==> src/rtl/spi_loader_pkg.sv <==
// Shared constants and types for the SPI boot loader: command codes,
// AHB-lite encodings, FSM state types and the internal bus request record.
package spi_loader_pkg;

  // Default SPI command opcodes (overridable via spi_loader parameters)
  localparam logic [7:0] DEF_CMD_WRITE  = 8'h02;
  localparam logic [7:0] DEF_CMD_READ   = 8'h03;
  localparam logic [7:0] DEF_CMD_STATUS = 8'h05;
  localparam logic [7:0] DEF_CMD_GO     = 8'hAB;

  // AHB-lite encodings used by the loader's master port
  localparam logic [1:0] HTRANS_IDLE   = 2'b00;
  localparam logic [1:0] HTRANS_NONSEQ = 2'b10;
  localparam logic [2:0] HSIZE_WORD    = 3'b010;
  localparam logic [2:0] HBURST_SINGLE = 3'b000;
  localparam logic [3:0] HPROT_DEFAULT = 4'b0011;

  // SPI protocol FSM
  typedef enum logic [2:0] {
    IDLE,
    CMD,
    ADDR,
    WDATA,
    DUMMY,
    RDATA,
    STAT,
    DRAIN
  } spi_state_e;

  // AHB single-transfer FSM
  typedef enum logic [1:0] {
    B_IDLE,
    B_ADDR,
    B_DATA
  } bus_state_e;

  // One-cycle request from the SPI side to the bus side
  typedef struct packed {
    logic        valid;
    logic        write;
    logic [31:0] addr;
    logic [31:0] wdata;
  } bus_req_t;

endpackage

==> src/rtl/spi_sync_edge.sv <==
// Multi-flop synchronizer for one asynchronous SPI input, plus rise/fall
// pulses derived from the synchronized level and one extra delay flop.
module spi_sync_edge #(
  parameter int   SYNC_STAGES = 2,
  parameter logic RESET_VAL   = 1'b0
) (
  input  logic clk,
  input  logic reset,
  input  logic din,
  output logic dout,
  output logic rise,
  output logic fall
);

  logic [SYNC_STAGES-1:0] stage_q, stage_d;
  logic                   prev_q, prev_d;

  // Shift the raw input down the chain; keep a delayed copy for edge detect
  always_comb begin
    stage_d[0] = din;
    for (int i = 1; i < SYNC_STAGES; i++) begin
      stage_d[i] = stage_q[i-1];
    end
    prev_d = stage_q[SYNC_STAGES-1];
  end

  // Synchronizer and edge-detect registers
  always_ff @(posedge clk or posedge reset) begin
    // NOTE: non-blocking assignments here so every flop samples the values
    // from before the edge; blocking would collapse the chain into one flop.
    if (reset) begin
      stage_q <= {SYNC_STAGES{RESET_VAL}};
      prev_q  <= RESET_VAL;
    end else begin
      stage_q <= stage_d;
      prev_q  <= prev_d;
    end
  end

  assign dout = stage_q[SYNC_STAGES-1];
  assign rise = dout & ~prev_q;
  assign fall = ~dout & prev_q;

endmodule

==> src/rtl/spi_loader.sv <==
// SPI mode-0 slave that turns host command streams into single-word AHB-lite
// transfers for loading/reading memory, and holds the core in reset until GO.
module spi_loader
  import spi_loader_pkg::*;
#(
  parameter int         SYNC_STAGES = 2,
  parameter logic [7:0] CMD_WRITE   = DEF_CMD_WRITE,
  parameter logic [7:0] CMD_READ    = DEF_CMD_READ,
  parameter logic [7:0] CMD_STATUS  = DEF_CMD_STATUS,
  parameter logic [7:0] CMD_GO      = DEF_CMD_GO
) (
  input  logic        clk,
  input  logic        reset,
  input  logic        sck,
  input  logic        cs_n,
  input  logic        mosi,
  output logic        miso,
  output logic [31:0] spi_haddr,
  output logic        spi_hwrite,
  output logic [2:0]  spi_hsize,
  output logic [2:0]  spi_hburst,
  output logic        spi_hmastlock,
  output logic [3:0]  spi_hprot,
  output logic [1:0]  spi_htrans,
  output logic [31:0] spi_hwdata,
  input  logic [31:0] spi_hrdata,
  input  logic        spi_hready,
  input  logic        spi_hrest,
  output logic        core_run,
  output logic        loader_err
);

  // ---------------------------------------------------------------------
  // Input synchronization
  // ---------------------------------------------------------------------
  logic sck_s, sck_rise, sck_fall;
  logic cs_s, cs_rise, cs_fall;
  logic mosi_s, mosi_rise, mosi_fall;
  logic unused_sync_bits;

  spi_sync_edge #(.SYNC_STAGES(SYNC_STAGES), .RESET_VAL(1'b0)) u_sync_sck (
    .clk(clk), .reset(reset), .din(sck),
    .dout(sck_s), .rise(sck_rise), .fall(sck_fall)
  );

  // cs_n idles high, so its chain resets high to avoid a phantom frame edge
  spi_sync_edge #(.SYNC_STAGES(SYNC_STAGES), .RESET_VAL(1'b1)) u_sync_cs (
    .clk(clk), .reset(reset), .din(cs_n),
    .dout(cs_s), .rise(cs_rise), .fall(cs_fall)
  );

  spi_sync_edge #(.SYNC_STAGES(SYNC_STAGES), .RESET_VAL(1'b0)) u_sync_mosi (
    .clk(clk), .reset(reset), .din(mosi),
    .dout(mosi_s), .rise(mosi_rise), .fall(mosi_fall)
  );

  // Levels of sck/cs and mosi edges are not needed by the protocol logic
  assign unused_sync_bits = sck_s ^ cs_s ^ mosi_rise ^ mosi_fall;

  // ---------------------------------------------------------------------
  // SPI protocol FSM
  // ---------------------------------------------------------------------
  spi_state_e  state_q, state_d;
  logic [4:0]  bit_cnt_q, bit_cnt_d;
  logic [31:0] shift_in_q, shift_in_d;
  logic [31:0] shift_out_q, shift_out_d;
  logic [31:0] addr_q, addr_d;
  logic        is_read_q, is_read_d;
  logic        miso_q, miso_d;
  logic        core_run_q, core_run_d;
  logic [31:0] prefetch_q, prefetch_d;
  logic        loader_err_q, loader_err_d;

  logic [31:0] word_in;
  logic [31:0] next_addr;
  bus_req_t    req;

  // Next-state, shift registers and bus requests for the SPI side
  always_comb begin
    // NOTE: every variable gets a default first so no path leaves it
    // unassigned; otherwise synthesis infers a latch.
    state_d     = state_q;
    bit_cnt_d   = bit_cnt_q;
    shift_in_d  = shift_in_q;
    shift_out_d = shift_out_q;
    addr_d      = addr_q;
    is_read_d   = is_read_q;
    miso_d      = miso_q;
    core_run_d  = core_run_q;
    req         = '0;
    word_in     = {shift_in_q[30:0], mosi_s};
    next_addr   = addr_q + 32'd4;

    if (cs_rise) begin
      // End of frame from any state: drop partial words, release miso
      state_d   = IDLE;
      bit_cnt_d = '0;
      miso_d    = 1'b0;
    end else begin
      case (state_q)
        IDLE: begin
          if (cs_fall) begin
            state_d   = CMD;
            bit_cnt_d = '0;
          end
        end

        CMD: begin
          if (sck_rise) begin
            shift_in_d = word_in;
            bit_cnt_d  = bit_cnt_q + 5'd1;
            if (bit_cnt_q == 5'd7) begin
              bit_cnt_d = '0;
              if (word_in[7:0] == CMD_WRITE) begin
                is_read_d = 1'b0;
                state_d   = ADDR;
              end else if (word_in[7:0] == CMD_READ) begin
                is_read_d = 1'b1;
                state_d   = ADDR;
              end else if (word_in[7:0] == CMD_STATUS) begin
                shift_out_d = {6'b0, loader_err_q, core_run_q, 24'b0};
                state_d     = STAT;
              end else if (word_in[7:0] == CMD_GO) begin
                core_run_d = 1'b1;
                state_d    = DRAIN;
              end else begin
                state_d = DRAIN;
              end
            end
          end
        end

        ADDR: begin
          if (sck_rise) begin
            shift_in_d = word_in;
            bit_cnt_d  = bit_cnt_q + 5'd1;
            if (bit_cnt_q == 5'd31) begin
              bit_cnt_d = '0;
              addr_d    = {word_in[31:2], 2'b00};
              if (is_read_q) begin
                // Prefetch the first word while the dummy byte is clocked
                state_d    = DUMMY;
                req.valid  = 1'b1;
                req.write  = 1'b0;
                req.addr   = {word_in[31:2], 2'b00};
              end else begin
                state_d = WDATA;
              end
            end
          end
        end

        WDATA: begin
          if (sck_rise) begin
            shift_in_d = word_in;
            bit_cnt_d  = bit_cnt_q + 5'd1;
            if (bit_cnt_q == 5'd31) begin
              bit_cnt_d = '0;
              req.valid = 1'b1;
              req.write = 1'b1;
              req.addr  = addr_q;
              req.wdata = word_in;
              addr_d    = next_addr;
            end
          end
        end

        DUMMY: begin
          if (sck_fall) begin
            miso_d = 1'b0;
          end
          if (sck_rise) begin
            bit_cnt_d = bit_cnt_q + 5'd1;
            if (bit_cnt_q == 5'd7) begin
              bit_cnt_d   = '0;
              state_d     = RDATA;
              shift_out_d = prefetch_q;
              req.valid   = 1'b1;
              req.write   = 1'b0;
              req.addr    = next_addr;
              addr_d      = next_addr;
            end
          end
        end

        RDATA: begin
          if (sck_fall) begin
            miso_d      = shift_out_q[31];
            shift_out_d = {shift_out_q[30:0], 1'b0};
          end
          if (sck_rise) begin
            bit_cnt_d = bit_cnt_q + 5'd1;
            if (bit_cnt_q == 5'd31) begin
              // Word fully sent: swap in the prefetched word, fetch the next
              bit_cnt_d   = '0;
              shift_out_d = prefetch_q;
              req.valid   = 1'b1;
              req.write   = 1'b0;
              req.addr    = next_addr;
              addr_d      = next_addr;
            end
          end
        end

        STAT: begin
          if (sck_fall) begin
            miso_d      = shift_out_q[31];
            shift_out_d = {shift_out_q[30:0], 1'b0};
          end
          if (sck_rise) begin
            bit_cnt_d = bit_cnt_q + 5'd1;
            if (bit_cnt_q == 5'd7) begin
              bit_cnt_d = '0;
              state_d   = DRAIN;
            end
          end
        end

        DRAIN: begin
          // Wait for cs_n to rise
        end
      endcase
    end
  end

  // SPI-side state registers
  always_ff @(posedge clk or posedge reset) begin
    if (reset) begin
      state_q     <= IDLE;
      bit_cnt_q   <= '0;
      shift_in_q  <= '0;
      shift_out_q <= '0;
      addr_q      <= '0;
      is_read_q   <= 1'b0;
      miso_q      <= 1'b0;
      core_run_q  <= 1'b0;
    end else begin
      state_q     <= state_d;
      bit_cnt_q   <= bit_cnt_d;
      shift_in_q  <= shift_in_d;
      shift_out_q <= shift_out_d;
      addr_q      <= addr_d;
      is_read_q   <= is_read_d;
      miso_q      <= miso_d;
      core_run_q  <= core_run_d;
    end
  end

  // ---------------------------------------------------------------------
  // AHB-lite single-transfer master
  // ---------------------------------------------------------------------
  bus_state_e  b_state_q, b_state_d;
  logic [1:0]  htrans_q, htrans_d;
  logic [31:0] haddr_q, haddr_d;
  logic        hwrite_q, hwrite_d;
  logic [31:0] hwdata_q, hwdata_d;

  // Address/data phase sequencing, read capture and error tracking
  always_comb begin
    b_state_d    = b_state_q;
    htrans_d     = htrans_q;
    haddr_d      = haddr_q;
    hwrite_d     = hwrite_q;
    hwdata_d     = hwdata_q;
    prefetch_d   = prefetch_q;
    loader_err_d = loader_err_q;

    case (b_state_q)
      B_IDLE: begin
        if (req.valid) begin
          b_state_d = B_ADDR;
          htrans_d  = HTRANS_NONSEQ;
          haddr_d   = req.addr;
          hwrite_d  = req.write;
          if (req.write) begin
            hwdata_d = req.wdata;
          end
        end
      end

      B_ADDR: begin
        if (spi_hready) begin
          b_state_d = B_DATA;
          htrans_d  = HTRANS_IDLE;
        end
      end

      B_DATA: begin
        if (spi_hrest) begin
          loader_err_d = 1'b1;
        end
        if (spi_hready) begin
          if (!hwrite_q) begin
            prefetch_d = spi_hrdata;
          end
          b_state_d = B_IDLE;
        end
      end

      default: begin
        b_state_d = B_IDLE;
        htrans_d  = HTRANS_IDLE;
      end
    endcase

    // A request while a transfer is in flight is lost; flag it
    if (req.valid && (b_state_q != B_IDLE)) begin
      loader_err_d = 1'b1;
    end
  end

  // Bus-side state registers
  always_ff @(posedge clk or posedge reset) begin
    if (reset) begin
      b_state_q    <= B_IDLE;
      htrans_q     <= HTRANS_IDLE;
      haddr_q      <= '0;
      hwrite_q     <= 1'b0;
      hwdata_q     <= '0;
      prefetch_q   <= '0;
      loader_err_q <= 1'b0;
    end else begin
      b_state_q    <= b_state_d;
      htrans_q     <= htrans_d;
      haddr_q      <= haddr_d;
      hwrite_q     <= hwrite_d;
      hwdata_q     <= hwdata_d;
      prefetch_q   <= prefetch_d;
      loader_err_q <= loader_err_d;
    end
  end

  // ---------------------------------------------------------------------
  // Outputs
  // ---------------------------------------------------------------------
  assign miso          = miso_q;
  assign spi_haddr     = haddr_q;
  assign spi_hwrite    = hwrite_q;
  assign spi_htrans    = htrans_q;
  assign spi_hwdata    = hwdata_q;
  assign spi_hsize     = HSIZE_WORD;
  assign spi_hburst    = HBURST_SINGLE;
  assign spi_hmastlock = 1'b0;
  assign spi_hprot     = HPROT_DEFAULT;
  assign core_run      = core_run_q;
  assign loader_err    = loader_err_q;

endmodule
==> config.mk <==
export PLATFORM = sky130hd
export DESIGN_NAME = spi_loader
export DESIGN_NICKNAME = d
export VERILOG_FILES = /design/src/rtl/spi_loader_pkg.sv /design/src/rtl/spi_sync_edge.sv /design/src/rtl/spi_loader.sv
export SDC_FILE = /design/constraint.sdc
export NUM_CORES = 1
export LEC_CHECK = 0
export BUFFER_PORTS_ARGS = -buffer_cell sky130_fd_sc_hd__buf_2
export CORE_MARGIN = 2
export CORE_UTILIZATION = 55
export DETAILED_ROUTE_END_ITERATION = 8
export PLACE_DENSITY = 0.87
export SETUP_SLACK_MARGIN = 0.2
export SYNTH_ARGS = -nofsm -noshare
export SYNTH_HDL_FRONTEND = slang
export SYNTH_SLANG_ARGS = --single-unit
==> constraint.sdc <==
create_clock -name clk -period 9.1 [get_ports clk]
set_clock_uncertainty 0.15 [all_clocks]
set_input_delay 1.365 -clock clk [delete_from_list [all_inputs] [get_ports clk]]
set_output_delay 1.365 -clock clk [all_outputs]
set_load 0.05 [all_outputs]
==> impl_results.md <==
* Status: completed
* Fraction of the mapped netlist area in simple logic gates at 0.1252
* Clock slew at the register clock pins of the worst setup and hold paths at 0.06 ns
* Clock buffers created by TritonCTS at 22
* Most common cell after layout, fill and taps aside: sky130_fd_sc_hd__dfrtp_1
* Hold buffer count at CTS at 0
* Prevailing post-synth register cell: sky130_fd_sc_hd__dfrtp_1
* Remaining antenna violation count at 0
* Post-CTS setup repair buffer count at 0
* Final-report setup violation count at 0
* Reg-to-Reg End: spi_hwdata[14]
* Distinct cell type count of the synthesized netlist at 86
* Worst Path Class, Setup: reg2reg
* Share of the synthesized area in compound gates (AO/OA/AOI/OAI) at 0.1946
* Die Area at 20340 sq um
* Largest vdd supply drop at 0.1549 mV
* Antenna violations before repair at 0
* Slew Limit Headroom at 0.2553
* TritonCTS clock tree: yes
* Final period demand of the worst path at 3.684 ns
* Warnings, synthesis at 0
* Worst skew pair latency at 0.51 ns
* Period utilization at 0.4049
* Required time reported for the critical path endpoint at 9.33 ns
* Critical-path maximum fanout at 19
* Critical path cell sequence: inv_1 -> ha_1 -> nor3_1 -> nand4_1 -> buf_4 -> mux2_1
* Number of search-and-repair iterations in the first detailed-routing pass at 8
* Netlist area before placement at 10570 sq um
* Number of synthesized flops with an enable pin at 0
* CTS sink cnt at 212
* Diode insertion count for antenna repair at 0
* Launch point of the worst path: u_sync_cs.prev_q
* Share of cells above drive strength 1 at 0.2697
* Clk root buf: sky130_fd_sc_hd__clkbuf_16
* Post-synthesis instance total at 962
* CTS max path bufs at 3
* Worst Hold Launch: u_sync_mosi.stage_q[0]
* GRT Total Usage at 0.2534
* Xor/xnor cell area share of the yosys netlist at 0.008289
* Core ar. at 18770 sq um
* Floorplan die height at 142.6 um
* Largest family of logic cells by synthesized area: compound AO/OA/AOI/OAI gates
* Critical R2R Launch: u_sync_cs.prev_q
* Initial Utilization at 0.5630
* Sum Neg Setup Slack at 0 ns
* Port-buffer cells at 107
* Crit path capture type: flip-flop
* Hpwl dp at 16260 um
* Pin count of the biggest net entering global routing at 126
* Via count of the first global-routing pass at 8101
* Post-synthesis sequential area ratio at 0.5024
* Total of max-cap violations at 0
* Endpoint of the most critical setup path: spi_hwdata[14]
* Fmax at 271.4 MHz
* Pwr per Cell Area at 210.6 nW/um^2
* Reg2Reg Setup Slack at 5.42 ns
* Path depth of the worst reg2reg path at 6
* Total count of max-transition violations in the final report at 0
* Die Wd at 142.6 um
* Total power of the final layout at 0.002509 W
* Adder-cell share of the synthesized area at 0.004737
* Number of H-tree levels at 1
* Total vias in the final route at 8468
* Wire length of the first global-routing pass at 41910 um
* Async SR Flop Fraction at 1.000
* Highest-count cells in the layout ignoring fill and taps: sky130_fd_sc_hd__dfrtp_1, sky130_fd_sc_hd__buf_2, sky130_fd_sc_hd__mux2_2
* Worst Path Arrival at 3.92 ns
* Fill cell total of the finished layout at 1416
* Setup repair after global routing missed its margin: false
* Delay contributed by the slowest stage of the critical path at 0.95 ns
* Transition at the pin with the smallest max-transition slack at 1.116 ns
* Remaining design rule violation count at 0
* Avg WL per Cell at 20.32 um
* Avg Synthesized Cell Area at 10.98 sq um
* Fin. Hold Viols at 0
* Std-Cell Rows at 50
* Gr ovfl total at 0
* Critical Path Source Type: flip-flop
* Portion of netlist area occupied by mux cells at 0.1120
* Area growth from synthesis to layout at 12.74%
* Via density at 6.657
* Global placement routability congestion at 0.8697
* Slowest cell on crit path: sky130_fd_sc_hd__nand4_1
* Count of nets after finishing at 1065
* Number of primary I/O pins at 120
* Number of cells upsized or downsized after cts at 0
* Type of the tightest min-delay check: reg2reg
* Iter 0 DRT Violations at 935
* Number of storage elements in the synthesis netlist at 212
* Static Leak at 5.306 nW
* Post-Route WL at 25840 um
worst min-delay path by stage:
stage	to	cells past startpoint
2_1_floorplan	u_sync_mosi.stage_q[1]	0
3_3_place_gp	u_sync_mosi.stage_q[1]	0
3_5_place_dp	u_sync_mosi.stage_q[1]	0
4_1_cts	u_sync_mosi.stage_q[1]	0
5_1_grt	u_sync_mosi.stage_q[1]	0
6_report	u_sync_mosi.stage_q[1]	0
cell usage after synthesis (all sizes together), types with 13 or more instances:
cell,n,area (sq um)
o21ai,55,282.8
mux2,98,1104
a221oi,14,122.6
clkbuf,46,202.7
nand2,57,214.0
buf,48,300.3
dfrtp,209,5230
a22oi,33,247.7
o2bb2ai,34,297.8
nor2,44,167.7
nor3,21,105.1
a21oi,38,190.2
nand4,21,158.9
a31oi,20,131.4
nand3,24,142.6
a222oi,13,130.1
area by class of cell:
class / count / area [sq um] / share of cell area
flip-flops and latches: 212 / 5309 / 0.4456
repair buffers: 120 / 633.1 / 0.05315
well taps: 234 / 292.8 / 0.02458
inverters: 9 / 55.05 / 0.004621
multi-input cells: 657 / 4812 / 0.4039
clock inverters: 9 / 145.1 / 0.01218
clock buffers: 31 / 665.6 / 0.05588
kinds of logic after synthesis:
kind of cell    count (synthesis)
compound gates                287
simple gates                  238
flops                         212
mux                           106
buf+inv                       103
xor+xnor                       10
fa+ha+maj                       4
other cells                     2
flip-flops by register name, summed over array words and instances, names as in the netlist:
signal	flops
u_sync_cs.stage_q	2
spi_hwdata	32
loader_err	1
addr_q	30
u_sync_sck.stage_q	2
u_sync_mosi.stage_q	2
state_q	3
spi_haddr	31
bit_cnt_q	5
prefetch_q	32
shift_in_q	31
core_run	1
spi_htrans	1
is_read_q	1
miso	1
spi_hwrite	1
u_sync_sck.prev_q	1
shift_out_q	32
b_state_q	2
u_sync_cs.prev_q	1
layer usage:
| metal | share of wire | GRT usage | vias to the layer above |
|---|---|---|---|
| met1 | 0.43 | 0.3733 | 4182 |
| met3 | 0.077 | 0.03600 | 88 |
| li1 | - | - | 3767 |
| met5 | 0 | 0 | - |
| met2 | 0.46 | 0.3796 | 431 |
| met4 | 0.035 | 0.1042 | 0 |
power by group:
group | leakage [nW] | internal [W] | switching [W]
registers | 2.87 | 0.00102 | 0.0000985
clock network | 0.405 | 0.000622 | 0.000371
logic | 2.03 | 0.000155 | 0.000242
total | 5.31 | 0.00180 | 0.000712
worst max-delay path: cells and delay by family (launching register included):
kind                     cells  cell delay, ns
multiplexers                 1            0.35
flip-flops                   1            0.51
adder cells (fa/ha/maj)      1            0.37
buffers and inverters        2            0.60
AND/OR/NAND/NOR              2            1.57
metrics by stage:
| stage | instances | util | setup WS [ns] | hold WS, ns | cell area, sq um |
|---|---|---|---|---|---|
| after detailed placement | 1232 | 0.5915 | 5.442 | 0.1893 | 11100 |
| final | 1272 | 0.6347 | 5.416 | 0.2009 | 11910 |
| after CTS | 1272 | 0.6347 | 5.431 | 0.2029 | 11910 |
| after floorplan | 972 | - | 1.796 | 0.1812 | 10600 |
| after global routing | 1272 | 0.6347 | 5.174 | 0.2044 | 11910 |
| after global placement | 1232 | 0.5915 | 5.635 | 0.1836 | 11100 |
Note: power is estimated with default switching activity, not from simulation.
